==> config.mk <==
export PLATFORM = sky130hd
export DESIGN_NAME = regfile_wr_arbiter
export DESIGN_NICKNAME = d
export VERILOG_FILES = /design/src/rtl/regfile_pkg.sv /design/src/rtl/rr_arbiter.sv /design/src/rtl/regfile_wr_arbiter.sv
export SDC_FILE = /design/constraint.sdc
export NUM_CORES = 1
export LEC_CHECK = 0
export BUFFER_PORTS_ARGS = -buffer_cell sky130_fd_sc_hd__buf_2
export CORE_AREA = 2 2 146 148
export DETAILED_ROUTE_END_ITERATION = 16
export DIE_AREA = 0 0 148 150
export PLACE_DENSITY_LB_ADDON = 0.05
export SETUP_SLACK_MARGIN = 0.02
export SYNTH_ARGS = -nofsm -noshare
export SYNTH_HDL_FRONTEND = slang
export SYNTH_SLANG_ARGS = --single-unit
==> constraint.sdc <==
create_clock -name Clk -period 4.7 [get_ports Clk]
set_input_delay 0.94 -clock Clk [delete_from_list [all_inputs] [get_ports Clk]]
set_output_delay 0.94 -clock Clk [all_outputs]
set_load 0.01 [all_outputs]
==> src/rtl/regfile_pkg.sv <==
// Register-file geometry shared by the writeback arbiter, the register file and decode.
package regfile_pkg;
    localparam int AW       = 5;
    localparam int WIDTH    = 64;
    localparam int ZERO_REG = 31;
    localparam int NUM_REGS = 32;
    localparam int NUM_REQ  = 4;
endpackage

==> src/rtl/rr_arbiter.sv <==
// Combinational round-robin picker: first valid requester at or after ptr, found by
// scanning a doubled copy of the valid vector so the wrap-around needs no special case.
module rr_arbiter #(
    parameter int NUM_REQ = 4,
    parameter int IW      = $clog2(NUM_REQ)
) (
    input  logic [NUM_REQ-1:0] valid,
    input  logic [IW-1:0]      ptr,
    input  logic               enable,
    output logic [NUM_REQ-1:0] grant,
    output logic [IW-1:0]      grantIdx,
    output logic               anyGrant
);
    localparam int DW = $clog2(2 * NUM_REQ);

    logic [2*NUM_REQ-1:0] dbl_s;
    logic [DW-1:0]        pos_s;

    assign dbl_s = {valid, valid};

    // Priority scan from ptr over the doubled vector; the first hit wins.
    always_comb begin
        grant    = '0;
        grantIdx = '0;
        anyGrant = 1'b0;
        pos_s    = '0;
        for (int k = 0; k < NUM_REQ; k++) begin
            pos_s = DW'(ptr) + DW'(k);
            if (enable && !anyGrant && dbl_s[pos_s]) begin
                anyGrant = 1'b1;
                grantIdx = (pos_s >= DW'(NUM_REQ)) ? IW'(pos_s - DW'(NUM_REQ)) : IW'(pos_s);
            end else begin
                anyGrant = anyGrant;
            end
        end
        grant[grantIdx] = anyGrant;
    end
endmodule

==> src/rtl/regfile_wr_arbiter.sv <==
// Shares the register file's single write port among NUM_REQ writeback sources.
// Round-robin grant, one write per cycle, writes to the zero register are counted and dropped.
module regfile_wr_arbiter #(
    parameter int NUM_REQ  = regfile_pkg::NUM_REQ,
    parameter int WIDTH    = regfile_pkg::WIDTH,
    parameter int AW       = regfile_pkg::AW,
    parameter int ZERO_REG = regfile_pkg::ZERO_REG
) (
    input  logic                       Clk,
    input  logic                       Reset,
    input  logic                       Hold,
    input  logic [NUM_REQ-1:0]         ReqValid,
    output logic [NUM_REQ-1:0]         ReqReady,
    input  logic [NUM_REQ*AW-1:0]      ReqRW,
    input  logic [NUM_REQ*WIDTH-1:0]   ReqBusW,
    output logic                       RegWr,
    output logic [AW-1:0]              RW,
    output logic [WIDTH-1:0]           BusW,
    output logic [$clog2(NUM_REQ)-1:0] GrantId,
    output logic [15:0]                DropCount
);
    localparam int IW = $clog2(NUM_REQ);

    logic [IW-1:0]    ptr_r;
    logic [IW-1:0]    nextPtr_s;
    logic [NUM_REQ-1:0] grant_s;
    logic [IW-1:0]    grantIdx_s;
    logic             anyGrant_s;
    logic             enable_s;
    logic [AW-1:0]    selRW_s;
    logic [WIDTH-1:0] selBusW_s;
    logic             isZero_s;

    logic             regWr_r;
    logic [AW-1:0]    rw_r;
    logic [WIDTH-1:0] busW_r;
    logic [IW-1:0]    grantId_r;
    logic [15:0]      dropCount_r;

    // Reset also blocks grants so nothing is accepted while it is asserted.
    assign enable_s = !Hold && !Reset;

    rr_arbiter #(
        .NUM_REQ (NUM_REQ),
        .IW      (IW)
    ) u_rr (
        .valid    (ReqValid),
        .ptr      (ptr_r),
        .enable   (enable_s),
        .grant    (grant_s),
        .grantIdx (grantIdx_s),
        .anyGrant (anyGrant_s)
    );

    assign ReqReady  = grant_s;
    assign selRW_s   = ReqRW[int'(grantIdx_s)*AW +: AW];
    assign selBusW_s = ReqBusW[int'(grantIdx_s)*WIDTH +: WIDTH];
    assign isZero_s  = (selRW_s == AW'(ZERO_REG));
    assign nextPtr_s = (grantIdx_s == IW'(NUM_REQ - 1)) ? '0 : grantIdx_s + IW'(1);

    // Capture the granted write, advance the round-robin pointer, count dropped zero-reg writes.
    always_ff @(posedge Clk or posedge Reset) begin
        if (Reset) begin
            ptr_r       <= '0;
            regWr_r     <= 1'b0;
            rw_r        <= '0;
            busW_r      <= '0;
            grantId_r   <= '0;
            dropCount_r <= 16'd0;
        end else if (anyGrant_s) begin
            ptr_r     <= nextPtr_s;
            rw_r      <= selRW_s;
            busW_r    <= selBusW_s;
            grantId_r <= grantIdx_s;
            regWr_r   <= !isZero_s;
            if (isZero_s && (dropCount_r != 16'hFFFF)) begin
                dropCount_r <= dropCount_r + 16'd1;
            end
        end else begin
            regWr_r <= 1'b0;
        end
    end

    assign RegWr     = regWr_r;
    assign RW        = rw_r;
    assign BusW      = busW_r;
    assign GrantId   = grantId_r;
    assign DropCount = dropCount_r;
endmodule

Word level (Yosys, flattened, before mapping) --
Index checks and enable logic that the tools add are counted.
Word-level totals: flip-flop bits (word level) 90, logic and storage cells 73, output and inout port bits 92
Cells by class: mux-type cells 24, add/sub/neg operators 9, magnitude comparators 10, equal/unequal tests 3, reduce and logical (&&, ||, !) cells 17, bitwise operators 1, shift operators 2, $mul 1
Operator list (count):
- $shiftx A256 B9 Y64 | 1
- $shiftx A20 B6 Y5 | 1
- $mux W2 | 9
- $add A16 B1 Y16 const B | 1
- $ne A16 B16 Y1 const B | 1
- $lt A3 B4 Y1 const B | 3
- $logic_and A1 B1 Y1 | 10
- $mux W1 | 10
- $bmux W1 S3 | 3
- $ge A3 B3 Y1 const B | 3
- $sub A2 B1 Y2 const B | 4
- $add A2 B2 Y3 const B | 2
- $logic_not A1 Y1 | 6
- $eq A5 B5 Y1 const B | 1
- $mul A2 B3 Y5 const B | 1
- $and A4 B4 Y4 | 1
- $lt A2 B4 Y1 const B | 1
- $add A2 B1 Y3 const B | 1
- $ge A2 B3 Y1 const B | 1
- $lt A2 B3 Y1 const B | 1
- $add A2 B1 Y2 const B | 1
- $bmux W1 S2 | 1
- $demux W1 S2 | 1
- $eq A2 B2 Y1 const B | 1
- other kinds (2) | 2

Logic depth before layout (Yosys ltp) --
Gate-level depths: netlist of run 1.
depth after elaboration 21, mapped depth 13

Hierarchy --
A second synthesis of run 1 with hierarchy kept.
Unflattened totals: cell total of the unflattened synthesis 356, area total of the unflattened synthesis 5541.6 µm²
Modules (own cells, without submodules):
- regfile_wr_arbiter | instances 1, area an instance 5172.5 µm², cells each 315, sequential area each 2252.2 µm²
- rr_arbiter | instances 1, area an instance 369.1 µm², cells each 41, sequential area each 0.0 µm²

Worst setup path after synthesis of run 1 --
OpenSTA, ideal clock, no wires.
path type input to output, start input Reset, end output ReqReady[1], stages 10, arrival time 3.109 ns, setup slack 0.651 ns, path through or2_2 a211o_1 o21ai_0 a22oi_4 buf_6 inv_1 clkbuf_1 clkbuf_1 ha_1 nor2b_1
Between the ends: longest elaborated chain between the ends 21, elaborated cells on any way between the ends 26
Ends and longest elaborated chain:
- from (decl) | line regfile_wr_arbiter.sv:10 | input logic Reset,
- $logic_not A1 Y1 (no source line) *
- $logic_and A1 B1 Y1 * | line regfile_wr_arbiter.sv:41 | assign enable_s = !Hold && !Reset;
- $logic_and A1 B1 Y1 | line rr_arbiter.sv:29 | if (enable && !anyGrant && dbl_s[pos_s]) begin
- $mux W1 | line rr_arbiter.sv:29
- $logic_not A1 Y1 | line rr_arbiter.sv:29
- $logic_and A1 B1 Y1 (2 in a row) | line rr_arbiter.sv:29
- $mux W1 | line rr_arbiter.sv:29
- $logic_not A1 Y1 | line rr_arbiter.sv:29
- [... 3 more ...]
- $logic_not A1 Y1 | line rr_arbiter.sv:29
- $logic_and A1 B1 Y1 (2 in a row) | line rr_arbiter.sv:29
- $mux W2 | line rr_arbiter.sv:29
- $lt A2 B3 Y1 (not written as such) or $ge A2 B1 Y1 (tied branches) | line rr_arbiter.sv:36 | grant[grantIdx] = anyGrant;
- $logic_and A1 B1 Y1 (not written as such) | line rr_arbiter.sv:36
- $mux W1 (not written as such) | line rr_arbiter.sv:36
- $demux W1 S2
- $and A4 B4 Y4 (no source line) *
- to (decl) | line regfile_wr_arbiter.sv:13 | output logic [NUM_REQ-1:0] ReqReady,
Every way passes the cells marked *; elsewhere a longest branch is shown, timed or not.

Worst setup path after layout of run 1 --
start input ReqValid[3], end output ReqReady[0]
Between the ends: longest elaborated chain between the ends 21, elaborated cells on any way between the ends 32
Ends and longest elaborated chain:
- from (decl) | line regfile_wr_arbiter.sv:12 | input logic [NUM_REQ-1:0] ReqValid,
- $bmux W1 S2 | line rr_arbiter.sv:29
- $mux W1 (not written as such) | line rr_arbiter.sv:29
- $logic_and A1 B1 Y1 | line rr_arbiter.sv:29
- $mux W1 | line rr_arbiter.sv:29
- $logic_not A1 Y1 | line rr_arbiter.sv:29
- $logic_and A1 B1 Y1 (2 in a row) | line rr_arbiter.sv:29
- $mux W1 | line rr_arbiter.sv:29
- $logic_not A1 Y1 | line rr_arbiter.sv:29
- [... 3 more ...]
- $logic_not A1 Y1 | line rr_arbiter.sv:29
- $logic_and A1 B1 Y1 (2 in a row) | line rr_arbiter.sv:29
- $mux W2 | line rr_arbiter.sv:29
- $lt A2 B3 Y1 (not written as such) or $ge A2 B1 Y1 (tied branches) | line rr_arbiter.sv:36
- $logic_and A1 B1 Y1 (not written as such) | line rr_arbiter.sv:36
- $mux W1 (not written as such) | line rr_arbiter.sv:36
- $demux W1 S2
- $and A4 B4 Y4 (no source line) *
Every way passes the cells marked *; elsewhere a longest branch is shown, timed or not. The select of a mux whose other input is x is not followed.

==> impl_metrics.env, run 1 <==
export IMPL_outcome="finished clean"
export IMPL_synth_top_area_share=0.389
export IMPL_min_path_type="reg2reg"
export IMPL_synth_cells=631
export IMPL_synthArstFlopShare=1.00
export IMPL_synth_xor_area_frac=0.0227
export IMPL_postCtsSetupBuffers=0
export IMPL_power_frac_comb=0.519
export IMPL_synth_most_common_cell="nand2_1"
export IMPL_hpwl_mm=16.6
export IMPL_hold_viol=0
export IMPL_setup_viol_count_final=0
export IMPL_yosys_cell_types_count=42
export IMPL_postLayoutCellArea_mm2=0.00824
export IMPL_ys_seq_area_frac=0.389
export IMPL_syn_area_per_cell_um2=9.18
export IMPL_criticalPathCategory="in2out"
export IMPL_cts_tree="done"
export IMPL_cts_resized_gates=0
export IMPL_ir_drop_uv=184
export IMPL_num_rows=53
export IMPL_arrival_ns=3.08
export IMPL_power_density_mw_per_mm2=524
export IMPL_grt_setup_unrepaired="false"
export IMPL_gp_congestion=0.764
export IMPL_io_pin_count=375
export IMPL_worstRegToRegCells=12
export IMPL_tns_ns=0
export IMPL_portBuffers=374
export IMPL_power_w=0.00432
export IMPL_drive_gt1_frac=0.442
export IMPL_cp_end_kind="output pin"
export IMPL_netlist_top_cell_by_area="dfrtp_1"
export IMPL_hold_path_depth=2
export IMPL_yosys_most_used_dff="dfrtp_1"
export IMPL_syn_nets=919
export IMPL_cts_buffer_depth=2
export IMPL_max_clock_freq_ghz=0.249
export IMPL_coreArea_mm2=0.0207
export IMPL_critPathSlowestCell="or4b_1"
export IMPL_dieWidth_um=148
export IMPL_grt_max_degree=72
export IMPL_synthMuxAreaShare=0.190
export IMPL_fp_dieArea_mm2=0.0222
export IMPL_track_usage=0.189
export IMPL_synth_edf_count=0
export IMPL_synth_top_family_by_area="simple AND/OR/NAND/NOR gates"
export IMPL_via_count=5914
export IMPL_synthTopCellsByCount="nand2_1, mux2i_1, dfrtp_1"
export IMPL_grt_pass1_vias=5867
export IMPL_maxCapViolCount=0
export IMPL_maxSlewHeadroom=0.378
export IMPL_required_ns=3.76
export IMPL_htreeDepth=3
export IMPL_area_growth_pct=42.2
export IMPL_clock_sinks=90
export IMPL_crit_start="ReqValid[3]"
export IMPL_detail_route_antenna_nets=0
export IMPL_dr_first_iter_drc_count=212
export IMPL_wl_mm=21.8
export IMPL_power_share_clock=0.178
export IMPL_hp_start="BusW[0]$_DFFE_PP0P_"
export IMPL_initial_core_util=0.280
export IMPL_sw_frac_of_total=0.424
export IMPL_holdBufCountCts=0
export IMPL_whs_ns=0.469
export IMPL_yosys_top_cells_area="dfrtp_1, mux2i_1, nand2_1, o221ai_1, and3_1"
export IMPL_clockRootBuffer="clkbuf_16"
export IMPL_gr_total_overflow=0
export IMPL_die_h_um=150
export IMPL_synthAdderAreaFrac=0.0108
export IMPL_critPathMaxFanout=28
export IMPL_clock_skew_ns=0.0111
export IMPL_p_leak_nw=4.74
export IMPL_dpl_cell_area_mm2=0.00793
export IMPL_drc=0
export IMPL_ys_ff_latch=90
export IMPL_critical_path_max_stage_delay_ns=0.51
export IMPL_synthSimpleGateAreaFrac=0.227
export IMPL_fin_crit_ns=4.02
export IMPL_fill_cells=2190
export IMPL_vias_per_cell=4.69
export IMPL_yosysWarningCount=0
export IMPL_grt_pass1_wl_mm=32.7
export IMPL_synth_compound_area_share=0.118
export IMPL_cp_start_kind="input port"
export IMPL_dr_pass1_iters=5
export IMPL_wl_per_cell_um=17.3
export IMPL_crit_path_cell_trace="buf_2 -> mux2_2 -> nand2_1 -> o21ai_0 -> buf_4 -> or4b_1 -> nand3_2 -> inv_6 -> ha_1 -> nor2b_1 -> buf_2"
export IMPL_final_nets=1268
export IMPL_timing_final_crit_share=0.856
export IMPL_r2r_start="ptr_r[0]$_DFFE_PP0P_"
export IMPL_p_switching_w=0.00183
export IMPL_clkSlewWorstSetupHoldPaths_ns=0.07
export IMPL_p_int_w=0.00249
export IMPL_critPathMostFrequentCell="buf_2"
export IMPL_antenna_found_initial=3
export IMPL_cts_buffers=9
export IMPL_clk_latency_ns=0.35
export IMPL_tightest_slew_ns=0.934
export IMPL_maxSlewViolCount=0
export IMPL_syn_area_mm2=0.00580
export IMPL_p_seq_frac=0.303
-- cells in the final DEF (no fill, tap or decap), drive strengths merged, types with 5 or more instances in the layout --
cell / Yosys / routed
nor2: 8 / 8
mux2: 9 / 9
xor2: 15 / 15
and3: 53 / 53
o221ai: 41 / 41
nor3: 13 / 13
nand2: 169 / 169
clkbuf: 33 / 10
nand3: 11 / 11
nor2b: 7 / 7
o31ai: 24 / 24
inv: 6 / 8
dfrtp: 90 / 90
buf: 18 / 389
mux2i: 97 / 97
ha: 5 / 5
-- worst paths after layout --
check                                           end  slack, ns
max                                     ReqReady[0]       0.68
min reg2reg                     BusW[0]$_DFFE_PP0P_       0.47
min                             BusW[0]$_DFFE_PP0P_       0.47
max reg2reg                DropCount[5]$_DFFE_PP0P_       1.07
min in group asynchronous         RW[3]$_DFFE_PP0P_       0.82
max in group asynchronous       BusW[6]$_DFFE_PP0P_       3.04
-- layer usage --
layer | vias to the layer above | GRT usage | share of wire
met4 | 2 | 0.0376 | 0.010
met3 | 15 | 0.0518 | 0.068
met5 | - | 0 | 0.00060
li1 | 2956 | - | -
met1 | 2702 | 0.234 | 0.42
met2 | 239 | 0.332 | 0.51
-- power groups by stage --
stage	Combinational (W)	Clock, W	Sequential (W)
after global placement	0.00230	0	0.00132
final	0.00224	0.000768	0.00131
after floorplan	0.00131	0	0.00144
after detailed placement	0.00229	0	0.00131
after global routing	0.00247	0.000827	0.00136
after CTS	0.00228	0.000797	0.00131
-- cell families after synthesis --
group,count (synthesis)
buffers and inverters,57
adder cells (fa/ha/maj),5
AO/OA/AOI/OAI,84
XOR/XNOR,15
AND/OR/NAND/NOR,273
flip-flops,90
multiplexers,107
-- registers in the layout, summed over array words and instances (netlist names) --
register	count
BusW	64
DropCount	16
RW	5
GrantId	2
ptr_r	2
RegWr	1
-- stage by stage --
stage	std cells	setup slack (ns)	util
after floorplan	631	0.651	-
after global placement	1244	0.672	0.383
after detailed placement	1244	0.663	0.383
after CTS	1260	0.652	0.398
after global routing	1262	0.503	0.398
final	1262	0.676	0.398
-- critical path, delay by kind of cell --
family | cells | cell delay [ns]
AOI/OAI and AO/OA | 1 | 0.07
adders and majority gates | 1 | 0.21
buffers and inverters | 4 | 0.63
muxes | 1 | 0.28
and+or+nand+nor | 4 | 0.96
-- final cells by class --
| class | instances | area [um2] | area share |
|---|---|---|---|
| Clock buffer | 10 | 239 | 0.0290 |
| Multi-Input combinational cell | 484 | 3310 | 0.402 |
| Sequential cell | 90 | 2250 | 0.273 |
| Inverter | 6 | 30.0 | 0.00364 |
| Antenna cell | 2 | 5.00 | 0.000607 |
| Timing Repair Buffer | 389 | 1980 | 0.241 |
| Clock inverter | 6 | 71.3 | 0.00865 |
| Tap cell | 275 | 344 | 0.0418 |
No activity file was read; power rests on OpenSTA's default activity.
==> run 2: changes to the inputs <==
==> constraint.sdc (replaced) <==
create_clock -name Clk -period 4.7 [get_ports Clk]
set_input_delay 0.47 -clock Clk [delete_from_list [all_inputs] [get_ports Clk]]
set_output_delay 0.47 -clock Clk [all_outputs]
set_load 0.01 [all_outputs]
==> impl_metrics.env, run 2 (synthesis results as in run 1) <==
export IMPL_outcome="finished clean"
export IMPL_maxSlewViolCount=0
export IMPL_dieWidth_um=148
export IMPL_gr_usage_met1=0.236
export IMPL_num_rows=53
export IMPL_gp_congestion=0.821
export IMPL_multiInputGateArea_mm2=0.00331
export IMPL_power_density_mw_per_mm2=520
export IMPL_layout_common_cells="buf_2, nand2_1, mux2i_1"
export IMPL_clockRootBuffer="clkbuf_16"
export IMPL_fin_crit_ns=3.86
export IMPL_critical_path_max_stage_delay_ns=0.60
export IMPL_critPathSlowestCell="dfrtp_1"
export IMPL_tightest_slew_ns=0.814
export IMPL_hold_viol=0
export IMPL_detail_route_antenna_nets=0
export IMPL_power_frac_comb=0.523
export IMPL_arrival_ns=3.39
export IMPL_layout_setup_ws_ns=0.842
export IMPL_initial_core_util=0.280
export IMPL_required_ns=4.23
export IMPL_layout_commonest_cell="buf_2"
export IMPL_seqCellArea_mm2=0.00225
export IMPL_max_clock_freq_ghz=0.259
export IMPL_fin_cells=1257
export IMPL_criticalPathCategory="reg2out"
export IMPL_gr_total_overflow=0
export IMPL_p_int_w=0.00243
export IMPL_fp_dieArea_mm2=0.0222
export IMPL_sw_frac_of_total=0.429
export IMPL_crit_family="simple AND/OR/NAND/NOR gates"
export IMPL_maxSlewHeadroom=0.458
export IMPL_ir_drop_uv=188
export IMPL_clk_latency_ns=0.35
export IMPL_vias_per_cell=4.77
export IMPL_area_growth_pct=41.3
export IMPL_io_pin_count=375
export IMPL_holdBufCountCts=0
export IMPL_hpwl_mm=16.6
export IMPL_pre_cts_ws_ns=0.895
export IMPL_antenna_found_initial=2
export IMPL_dp_cells=1238
export IMPL_maxCapViolCount=0
export IMPL_busiest_layer="met2"
export IMPL_htreeDepth=3
export IMPL_min_path_type="in2async"
export IMPL_clock_skew_ns=0.00796
export IMPL_cts_tree="done"
export IMPL_tns_ns=0
export IMPL_cts_resized_gates=0
export IMPL_grt_pass1_vias=6049
export IMPL_die_h_um=150
export IMPL_wl_mm=21.9
export IMPL_cts_buffer_depth=2
export IMPL_cp_num_buf_inv=2
export IMPL_setup_viol_count_final=0
export IMPL_timing_final_crit_share=0.821
export IMPL_final_nets=1262
export IMPL_portBuffers=374
export IMPL_coreArea_mm2=0.0207
export IMPL_critPathMaxFanout=50
export IMPL_cts_buffers=9
export IMPL_cp_start_kind="flip-flop"
export IMPL_cp_end_kind="output pin"
export IMPL_p_leak_nw=4.71
export IMPL_dr_first_iter_drc_count=225
export IMPL_drc=0
export IMPL_p_seq_frac=0.309
export IMPL_p_switching_w=0.00183
export IMPL_grt_pass1_wl_mm=33.2
export IMPL_use_met2=0.331
export IMPL_track_usage=0.192
export IMPL_dr_pass1_iters=4
export IMPL_via_count=6001
export IMPL_grt_setup_unrepaired="false"
export IMPL_postCtsSetupBuffers=0
export IMPL_clock_sinks=90
export IMPL_use_met3=0.0470
export IMPL_crit_path_cell_trace="mux2_2 -> nand2_1 -> o21ai_0 -> or4b_1 -> nand3_2 -> buf_4 -> ha_1 -> nor2b_1 -> buf_2"
export IMPL_drive_gt1_frac=0.438
export IMPL_largest_reg_flops=64
export IMPL_grt_max_degree=83
export IMPL_clkSlewWorstSetupHoldPaths_ns=0.07
export IMPL_wl_per_cell_um=17.4
export IMPL_power_w=0.00426
export IMPL_power_share_clock=0.168
export IMPL_fill_cells=2243
[run 2: power by group through the flow]
stage               Clock [W]  Sequential (W)  Combinational, W
floorplan                   0         0.00144           0.00131
global placement            0         0.00133           0.00228
detailed placement          0         0.00132           0.00228
CTS                  0.000747         0.00132           0.00227
global route         0.000774         0.00136           0.00247
finish               0.000716         0.00132           0.00223
[run 2: worst paths after layout]
| path | start | end | slack (ns) | cells past startpoint |
|---|---|---|---|---|
| min in group Clk | ReqBusW[255] | BusW[63]$_DFFE_PP0P_ | 0.44 | 3 |
| hold / removal | Reset | RW[3]$_DFFE_PP0P_ | 0.25 | 2 |
| max in group asynchronous | Reset | RW[1]$_DFFE_PP0P_ | 3.42 | 3 |
| hold reg to reg | BusW[0]$_DFFE_PP0P_ | BusW[0]$_DFFE_PP0P_ | 0.47 | 2 |
| setup / recovery | ptr_r[0]$_DFFE_PP0P_ | ReqReady[3] | 0.84 | 9 |
| setup reg to reg | ptr_r[0]$_DFFE_PP0P_ | DropCount[1]$_DFFE_PP0P_ | 0.99 | 9 |
[run 2: final cells by class]
type,instances,area share
diodes,3,0.000917
clock buffers,10,0.0292
clock inverters,6,0.00596
inverters,6,0.00367
multi-input cells,484,0.405
flip-flops and latches,90,0.275
well taps,275,0.0420
repair buffers,383,0.238
[run 2: per-layer routing]
metal,vias up,share of wire
met5,-,0
met4,0,0.018
met3,20,0.069
met2,238,0.50
met1,2788,0.42
li1,2955,-
[run 2: through the flow]
stage               hold slack [ns]  utilization  instance area [um2]
CTS                           0.280        0.395                 8180
global route                  0.308        0.396                 8190
global placement              0.455        0.381                 7890
finish                        0.254        0.396                 8190
floorplan                     0.515            -                 5800
detailed placement            0.460        0.381                 7890
